$ cat src/rtl/phase_cycle_ctrl.sv
// Phase-cycled acquisition sequencer: counts scans, rotates the phase index
// through the latched cycle length, and reports completion or rejected starts.
module phase_cycle_ctrl (
    input  logic        clk,
    input  logic        rst_n,
    input  logic        start,
    input  logic        abort,
    input  logic        scan_end,
    input  logic [1:0]  n_phases,
    input  logic [15:0] n_scans,
    output logic [1:0]  phase_sel,
    output logic [15:0] scan_count,
    output logic        busy,
    output logic        done,
    output logic        cfg_err
);

    typedef enum logic [1:0] {
        IDLE = 2'd0,
        RUN  = 2'd1,
        DONE = 2'd2
    } state_t;

    state_t      state, state_nx;
    logic [1:0]  cfg_phases, cfg_phases_nx;
    logic [15:0] cfg_scans, cfg_scans_nx;
    logic [1:0]  phase_nx;
    logic [15:0] count_nx;
    logic        busy_nx, done_nx, err_nx;
    logic [1:0]  phase_inc;
    logic [15:0] count_inc;

    assign phase_inc = phase_sel + 2'd1;
    assign count_inc = scan_count + 16'd1;

    // Every output is the registered copy of its *_nx value, so no input
    // reaches an output without passing through a flop.
    always_comb begin
        // NOTE: every signal gets a default before the case so no path
        // through the logic leaves it unassigned, which would infer a latch.
        state_nx      = state;
        cfg_phases_nx = cfg_phases;
        cfg_scans_nx  = cfg_scans;
        phase_nx      = phase_sel;
        count_nx      = scan_count;
        busy_nx       = busy;
        done_nx       = 1'b0;
        err_nx        = 1'b0;

        case (state)
            IDLE: begin
                if (start && !abort) begin
                    if (n_phases != 2'd0 && n_scans != 16'd0) begin
                        cfg_phases_nx = n_phases;
                        cfg_scans_nx  = n_scans;
                        phase_nx      = 2'd0;
                        count_nx      = 16'd0;
                        busy_nx       = 1'b1;
                        state_nx      = RUN;
                    end else begin
                        err_nx = 1'b1;
                    end
                end
            end
            RUN: begin
                if (abort) begin
                    phase_nx = 2'd0;
                    busy_nx  = 1'b0;
                    state_nx = IDLE;
                end else if (scan_end) begin
                    count_nx = count_inc;
                    if (count_inc == cfg_scans) begin
                        phase_nx = 2'd0;
                        busy_nx  = 1'b0;
                        done_nx  = 1'b1;
                        state_nx = DONE;
                    end else begin
                        phase_nx = (phase_inc == cfg_phases) ? 2'd0 : phase_inc;
                    end
                end
            end
            DONE: begin
                state_nx = IDLE;
            end
            default: begin
                state_nx = IDLE;
                phase_nx = 2'd0;
                busy_nx  = 1'b0;
            end
        endcase
    end

    // NOTE: state registers use non-blocking assignments so every flop
    // samples the pre-edge values regardless of statement order.
    always_ff @(posedge clk) begin
        if (!rst_n) begin
            state      <= IDLE;
            cfg_phases <= 2'd0;
            cfg_scans  <= 16'd0;
            phase_sel  <= 2'd0;
            scan_count <= 16'd0;
            busy       <= 1'b0;
            done       <= 1'b0;
            cfg_err    <= 1'b0;
        end else begin
            state      <= state_nx;
            cfg_phases <= cfg_phases_nx;
            cfg_scans  <= cfg_scans_nx;
            phase_sel  <= phase_nx;
            scan_count <= count_nx;
            busy       <= busy_nx;
            done       <= done_nx;
            cfg_err    <= err_nx;
        end
    end

endmodule

$ cat config.mk
export PLATFORM = sky130hd
export DESIGN_NAME = phase_cycle_ctrl
export DESIGN_NICKNAME = d
export VERILOG_FILES = /design/src/rtl/phase_cycle_ctrl.sv
export SDC_FILE = /design/constraint.sdc
export NUM_CORES = 1
export LEC_CHECK = 0
export ABC_AREA = 1
export CAP_MARGIN = 10
export CORE_ASPECT_RATIO = 2
export CORE_MARGIN = 1.5
export CORE_UTILIZATION = 56
export CTS_CLUSTER_DIAMETER = 50
export DETAILED_ROUTE_END_ITERATION = 16
export GPL_ROUTABILITY_DRIVEN = 0
export HOLD_SLACK_MARGIN = 0.1
export PLACE_DENSITY = 0.86
export RECOVER_POWER = 100
export SLEW_MARGIN = 20
export SYNTH_ARGS = -nofsm -noshare
export SYNTH_HDL_FRONTEND = slang
export SYNTH_SLANG_ARGS = --single-unit
export TNS_END_PERCENT = 10
$ cat constraint.sdc
create_clock -name clk -period 3.75 [get_ports clk]
set_input_delay 1.125 -clock clk [delete_from_list [all_inputs] [get_ports clk]]
set_output_delay 1.125 -clock clk [all_outputs]
set_load 0.01 [all_outputs]
After elaboration in Yosys (flattened, before gate mapping)

Index checks and enable logic that the tools add are counted.

Bits in registers: 41
Bits of input ports: 23
Output and inout port bits: 21
Logic and storage cells: 64

Add/sub/neg operators: 2
Equal/unequal tests: 10
Muxes and demuxes: 26
Bitwise gates (word level): 4
Reduce and logical (&&, ||, !) cells: 14

Operator list:

| operator                | count |
|---|---|
| $mux W16                | 4 |
| $pmux W16 S2            | 1 |
| $mux W2                 | 11 |
| $add A16 B1 Y16 const B | 1 |
| $eq A16 B16 Y1          | 1 |
| $reduce_bool A16 Y1     | 1 |
| $reduce_and A5 Y1       | 2 |
| $ne A2 B2 Y1 const B    | 4 |
| $reduce_and A4 Y1       | 2 |
| $mux W1                 | 7 |
| $ne A3 B3 Y1 const B    | 2 |
| $pmux W2 S3             | 1 |
| $reduce_and A3 Y1       | 2 |
| $not A1 Y1              | 4 |
| $pmux W2 S2             | 1 |
| $reduce_bool A2 Y1      | 2 |
| $reduce_or A4 Y1        | 1 |
| $pmux W1 S3             | 1 |
| $add A2 B1 Y2 const B   | 1 |
| $eq A2 B1 Y1 const B    | 1 |
| $eq A2 B2 Y1            | 1 |
| $eq A2 B2 Y1 const B    | 1 |
| $logic_and A1 B1 Y1     | 2 |
| $logic_not A2 Y1        | 1 |
| $logic_not A1 Y1        | 1 |

Longest topological paths before layout

Gate-level depths: netlist (run 1).

Word-level depth: 7
Gate-level depth with buffers: 16
Mapped depth without buffers: 16

Worst setup path after synthesis (run 1)

OpenSTA, ideal clock, no wires.

Kind: input to register
From: input n_scans[13]
To: register scan_count[6]
Setup time: 70 ps
Data arrival time: 2218 ps
Data required time: 3680 ps
Slack: 1462 ps
Stages on the path: 12
Buffers on the path: 1
Cell sequence: nor2_1 > nand2_1 > nor2_1 > nand2_1 > o21ai_0 > nand2_1 > nand2_1 > a21oi_1 > inv_1 > buf_2 > nand2_1 > a21oi_1

Longest elaborated chain between the ends: 4

RTL lines:

| item                        | RTL line | source |
|---|---|---|
| start: declaration          | 10       | `input logic [15:0] n_scans,` |
| $reduce_bool A16 Y1         | 53       | `if (n_phases != 2'd0 && n_scans != 16'd0) begin` |
| $logic_and A1 B1 Y1         | 53       |  |
| $ne A2 B2 Y1 (no line)      | --       |  |
| $reduce_and A5 Y1 (no line) | --       |  |
| end signal: assignment      | 110      | `scan_count <= count_nx;` |
| end: declaration            | 12       | `output logic [15:0] scan_count,` |

No other way between the ends.
A chain may end at the register's enable or synchronous reset.

Final worst setup path (run 1)

From: input n_scans[7]
To: register cfg_scans[7]

Longest elaborated chain between the ends: 3

RTL lines:

| item                        | RTL line | source |
|---|---|---|
| $reduce_bool A16 Y1         | 53       |  |
| $logic_and A1 B1 Y1         | 53       |  |
| $reduce_and A3 Y1 (no line) | --       |  |
| end signal: assignment      | 108      | `cfg_scans <= cfg_scans_nx;` |
| end: declaration            | 26       | `logic [15:0] cfg_scans, cfg_scans_nx;` |

Several ways; a longest one is shown, not always the timed one.

==> out/results.ini, run 1 <==
[run_status]
status = finished, final reports clean

[clock_network]
holdBufCountCts = 0
numCtsBuffers = 5
clkTransAtPathRegs_ns = 0.08
cts_setup_buffers = 0
htreeDepth = 2
clock_path_buffers = 2
clock_sinks = 41
clk-insertion-delay-late_ns = 0.30
tritoncts = yes
clockRootBuffer = clkbuf_8
postCtsResizedCells = 0

[sta]
rsz0062_at_grt = no
finalSetupViolCount = 0
slew_viol_final = 0
tns_ns = 0
fin_crit_ns = 3.24
finalHoldViolations = 0
slew_headroom_pct = 43.5
min_period_over_period_pct = 86.5
fmax_mhz = 308
clock_skew_ns = 0.0133
tightest_slew_ns = 0.847

[synthesis]
syn_inst = 376
ys_top_cells_by_area = dfxtp_1 (35%), nand2_1 (19%), a21oi_1 (8.1%)
synthDistinctLibCells = 26
netlist.area_leader.share_pct = 35.1
avgSynthCellArea_um2 = 6.22
syn_nets = 400
synth-seq-cells = 41
syn-cell-area_um2 = 2340
yosys_warnings = 0
yosysSeqAreaShare_pct = 35.1
synth_largest_area_cell = dfxtp_1

[placed_design]
dp_cells = 464
port_buffers = 43
dpl.hpwl_um = 4720

[finish]
fillers = 364
final_cell_mix = nand2_1 (118), dfxtp_1 (41), inv_1 (40), a21oi_1 (38), nand3_1 (37)
area_growth_pct = 24.9
n_antenna_cell = 0
final_common_cell = nand2_1
drive_gt1_share_pct = 7.14
finalNonFillerCells = 472
nets = 443

[pwr]
p_leak_nw = 1.21
powerDensity_nw_per_um2 = 325
ir_drop_uv = 343

[critical_path]
critical-path-slowest-cell = dlygate4sd3_1
cp_data_required_time_ns = 3.97
start_kind = input port
slowest_delay_ns = 0.56
end_kind = flop
r2r_cells = 16
path_cells = dlygate4sd3_1 -> nor2_1 -> nand2_1 -> nor2_1 -> nand2_1 -> o21ai_0 -> nor2_1 -> clkinv_1 -> clkbuf_2 -> o21ai_0 -> a21oi_1
crit_arrival_ns = 3.46
worstPathMaxFanout = 26
cp_common_cell = nor2_1
critPathKind = input port to flop

[route]
drcViolationCount = 0
wirelength_um = 6230
viasPerCell = 5.45
first_pass_iters = 5
final_antenna_net_count = 0
drtIter0Drc = 50
wl_per_cell_um = 13.2
dr_total_vias = 2571

[die]
dieArea_um2 = 4590
die_h_um = 94.4
start_util_pct = 57.8
coreArea_um2 = 4050
io_pins = 44
die_w_um = 48.7
rows = 33

[global_route]
grt_max_degree = 27
antenna_found_initial = 0
grt_usage_pct = 29.5
overflow = 0
grt_first_pass_wirelength_um = 10600
grt_pass1_vias = 2417

[hold_path]
hold_depth = 2
hp-class = flop to flop

[flow_run]
cap_viol_max_count = 0

## sequential cells by signal, summed over array words and instances, names as in the netlist
| register | flops |
|---|---|
| busy | 1 |
| state | 2 |
| cfg_err | 1 |
| done | 1 |
| scan_count | 16 |
| cfg_scans | 16 |
| cfg_phases | 2 |
| phase_sel | 2 |
## power by group
part | internal, W | leakage, nW | switching (W) | total [W]
combinational | 0.0000483 | 0.820 | 0.0000683 | 0.000117
clock | 0.000217 | 0.0585 | 0.000155 | 0.000372
sequential | 0.000451 | 0.333 | 0.00000880 | 0.000459
## layer usage
metal	GRT usage (%)	vias to the layer above	share of wire, %
li1	-	1291	-
met1	30.5	1179	37
met2	55.9	80	56
met3	3.16	21	3.2
met4	17.9	0	4.5
met5	0	-	0
## logic make-up (layout without fill, tap and decap cells)
kind of cell             after synthesis  count (layout)  synth area share, %
XOR/XNOR                               3               3                 1.12
flip-flops                            41              41                 35.1
adder cells (fa/ha/maj)                1               1                0.535
buffers and inverters                 54              98                 8.89
AO/OA/AOI/OAI                         61              61                 13.3
AND/OR/NAND/NOR                      216             216                 41.0
## area by class of cell
class	count	area (µm²)	share of cell area, %
multi-input cells	281	1310	44.8
flip-flops and latches	41	821	28.1
repair buffers	45	439	15.0
inverters	45	169	5.79
clock buffers	7	86.3	2.96
well taps	52	65.1	2.23
clock inverters	1	30.0	1.03
## critical path, delay by kind of cell
family,cells,cell delay (ns)
buffers and inverters,3,1.19
AOI/OAI and AO/OA,3,0.57
and+or+nand+nor,5,0.57
## cells in the mapped netlist
cell and n:
buf_4 1, nor3_1 4, nor2_4 5, nor2_1 32, nand2_2 5, ha_1 1, xor2_1 2, dfxtp_1 41
nand3_1 37, nand4_1 6, o21bai_2 1, xnor2_1 1, inv_2 3, o21ai_0 22, clkinv_1 2, nor2_2 5
buf_2 1, or2_1 1, clkbuf_1 6, nand2_4 1, nand3_2 1, inv_1 40, or2_2 1, a21oi_1 38
nand2_1 118, buf_1 1
## per-stage QoR
step                hold WS (ns)  utilization, %  instance area [µm²]  total power (W)  worst slack (ns)
floorplan                  0.441               -                 2340         0.000536              1.46
global placement           0.454            69.4                 2810         0.000583             0.560
detailed placement         0.462            69.4                 2810         0.000586             0.555
CTS                        0.474            72.3                 2930         0.000951             0.777
global route               0.495            72.1                 2920         0.000985             0.361
finish                     0.468            72.1                 2920         0.000948             0.506
## path summary, 6_finish.rpt
| kind | to | startpoint | slack (ns) |
|---|---|---|---|
| worst max-delay path | cfg_scans[7] | n_scans[7] | 0.51 |
| worst min-delay path | busy | busy | 0.47 |
| worst max register to register | state[0] | scan_count[0] | 1.45 |
| worst min register to register | busy | busy | 0.47 |
No activity file was read; power rests on OpenSTA's default activity.
==> run 2: changes to the inputs <==
--- a/config.mk
+++ b/config.mk
@@ -7,15 +7,18 @@
 export LEC_CHECK = 0
 export ABC_AREA = 1
 export CAP_MARGIN = 10
+export CELL_PAD_IN_SITES_DETAIL_PLACEMENT = 0
+export CELL_PAD_IN_SITES_GLOBAL_PLACEMENT = 2
 export CORE_ASPECT_RATIO = 2
 export CORE_MARGIN = 1.5
-export CORE_UTILIZATION = 56
+export CORE_UTILIZATION = 29
 export CTS_CLUSTER_DIAMETER = 50
 export DETAILED_ROUTE_END_ITERATION = 16
 export GPL_ROUTABILITY_DRIVEN = 0
 export HOLD_SLACK_MARGIN = 0.1
-export PLACE_DENSITY = 0.86
+export PLACE_DENSITY = 0.85
 export RECOVER_POWER = 100
+export REMOVE_ABC_BUFFERS = 1
 export SLEW_MARGIN = 20
 export SYNTH_ARGS = -nofsm -noshare
 export SYNTH_HDL_FRONTEND = slang
==> run 2 against run 1 <==
Against the previous run:
- wire length is 11% higher
- first-iteration DRC count is 32% higher
- flip-flop and latch count stayed put
- register-to-register slack worse by 0.02 ns
- non-clock buffer count is 2 higher
- sequential power hardly changed
- critical path depth is 1 higher
- count of clock-buffer cells in the layout is 1 lower
- core utilization is 34 points lower
- global-route usage is 12 points lower
- design area is 3.0% higher
- worst setup slack better by 0.17 ns
- critical path type unchanged
- largest cell class unchanged
- highest routed layer unchanged
==> out/results.ini, run 2 (same netlist as run 1, synthesis figures left out) <==
[clock_network]
clock_sinks = 41  ; unchanged
holdBufCountCts = 0  ; unchanged
clk-insertion-delay-late_ns = 0.29  ; about the same
clockRootBuffer = clkbuf_16
postCtsResizedCells = 0  ; unchanged
clkTransAtPathRegs_ns = 0.06  ; -0.02 ns
htreeDepth = 2  ; unchanged
numCtsBuffers = 5  ; unchanged
tritoncts = yes
clock_path_buffers = 2  ; unchanged
cts_setup_buffers = 0  ; unchanged

[finish]
area_growth_pct = 28.7
final_cell_mix = nand2_1 (119), dfxtp_1 (41), inv_1 (40), a21oi_1 (38), nand3_1 (37)
nets = 445  ; +0.45%
n_antenna_cell = 0  ; unchanged
final_common_cell = nand2_1
largestRegisters = cfg_scans x16, scan_count x16
drive_gt1_share_pct = 7.11  ; -0.034 points

[die]
coreArea_um2 = 7890  ; +95%
rows = 46  ; +39%
dieArea_um2 = 8640  ; +88%
start_util_pct = 29.6  ; -28 points
io_pins = 44  ; unchanged
die_w_um = 66.5  ; +37%
die_h_um = 130  ; +38%

[route]
wirelength_um = 6900  ; +11%
viasPerCell = 4.66  ; -14%
drtIter0Drc = 66  ; +32%
wl_per_cell_um = 13.3  ; +0.94%
first_pass_iters = 4  ; -1
final_antenna_net_count = 0  ; unchanged
drcViolationCount = 0  ; unchanged
dr_total_vias = 2416  ; -6.0%

[critical_path]
r2r_cells = 14  ; -2
end_kind = flop
critPathKind = input port to flop
worstPathMaxFanout = 16  ; -38%
path_cells = dlygate4sd3_1 -> nor2_1 -> nand2_1 -> nor2_1 -> nand2_1 -> o21ai_0 -> nand2_1 -> nand2_1 -> nor2_2 -> clkbuf_1 -> nand3_1 -> a21oi_1
path_buf_inv = 2  ; -1
cp_data_required_time_ns = 3.96  ; about the same
start_kind = input port
r2r-start = scan_count[0]
critical-path-slowest-cell = clkbuf_1
path_delay_family = buffers and inverters
slowest_delay_ns = 0.63  ; +0.07 ns
r2r_setup_slack_ns = 1.43  ; -0.02 ns
reg2reg_to = state[0]
crit_arrival_ns = 3.29  ; -0.17 ns
cp_common_cell = nand2_1

[sta]
min_period_over_period_pct = 82.1  ; -4.5 points
tns_ns = 0  ; unchanged
slew_headroom_pct = 44.6  ; +1.1 points
finalHoldViolations = 0  ; unchanged
fin_crit_ns = 3.08  ; -0.167 ns
slew_viol_final = 0  ; unchanged
hold-worst-slack_ns = 0.463  ; -0.00515 ns
clock_skew_ns = 0.00612  ; -0.00721 ns
finalSetupViolCount = 0  ; unchanged
fmax_mhz = 325  ; +5.4%
tightest_slew_ns = 0.832  ; -0.0158 ns
rsz0062_at_grt = no

[placed_design]
port_buffers = 43  ; unchanged
dpl.hpwl_um = 5420  ; +15%

[global_route]
grt_first_pass_wirelength_um = 11400  ; +7.4%
antenna_found_initial = 0  ; unchanged
grt_pass1_vias = 2367  ; -2.1%
grt_max_degree = 22  ; -19%
overflow = 0  ; unchanged
grt_usage_pct = 17.4  ; -12 points

[pwr]
power_switching_w = 0.000254  ; +9.6%
pwr-share-clk_pct = 42.3  ; +3.1 points
power_frac_seq_pct = 46.0  ; -2.5 points
p_total_w = 0.000999  ; +5.4%
p_int_w = 0.000745  ; +4.1%
powerDensity_nw_per_um2 = 332  ; +2.3%
comb_power_share_pct = 11.7  ; -0.6 points
p_leak_nw = 1.23  ; +1.5%
ir_drop_uv = 286  ; -17%
netSwitchingFraction_pct = 25.4  ; +0.96 points

[hold_path]
min_from = busy
hold_end = busy
hold_depth = 2  ; unchanged
hp-class = flop to flop

[run_status]
status = finished, final reports clean

[flow_run]
cap_viol_max_count = 0  ; unchanged

run 2: cell count changes in the layout (fill, tap and decap cells not counted), sizes merged:
cell	change
bufinv	-1
clkinv	+2
dlygate4sd3	-1
clkbuf	-1
clkdlybuf4s50	+1
buf	+2
run 2: how the worst max path moves through the flow:
stage	from	to	cells after the start
floorplan	abort	cfg_scans[0]	8
global placement	n_scans[9]	scan_count[2]	12
detailed placement	n_scans[9]	scan_count[12]	12
CTS	n_scans[9]	scan_count[7]	12
global route	n_scans[9]	scan_count[14]	12
finish	n_scans[9]	scan_count[5]	12
run 2: area by class of cell:
type                       instances  area, µm²
fill                             862       4880
tap                               96        120
sequential                        41        821
timing repair buffer              47        453
multi-input combinational        281       1310
clock inverter                     2       10.0
inverter                          45        169
clock buffer                       6        129
run 2: tightest hold or removal path, stage by stage, from the launching register on:
cell and delay, ns:
dfxtp_1 0.31, nand2_1 0.06, a21oi_1 0.05
run 2: routing by layer:
layer / global-route usage (%) / vias to the layer above / part of all wire, %
li1: - / 1294 / -
met1: 19.2 / 1086 / 39
met2: 33.2 / 31 / 57
met3: 2.33 / 5 / 1.8
met4: 5.40 / 0 / 1.6
met5: 0 / - / 0
run 2: stage by stage:
step	utilization (%)	setup slack [ns]	cell area (µm²)	std cells
after floorplan	-	1.23	2300	367
after global routing	38.1	0.371	3010	518
after detailed placement	36.5	0.577	2880	510
after global placement	36.5	0.605	2880	510
after CTS	38.3	0.875	3020	518
final	38.1	0.673	3010	518
run 2: power by group through the flow:
| stage | combinational (W) | clock (W) | sequential (W) |
|---|---|---|---|
| 3_5_place_dp | 0.000121 | 0 | 0.000470 |
| 2_1_floorplan | 0.0000641 | 0 | 0.000468 |
| 3_3_place_gp | 0.000121 | 0 | 0.000469 |
| 5_1_grt | 0.000133 | 0.000450 | 0.000462 |
| 6_report | 0.000117 | 0.000423 | 0.000460 |
| 4_1_cts | 0.000121 | 0.000434 | 0.000460 |
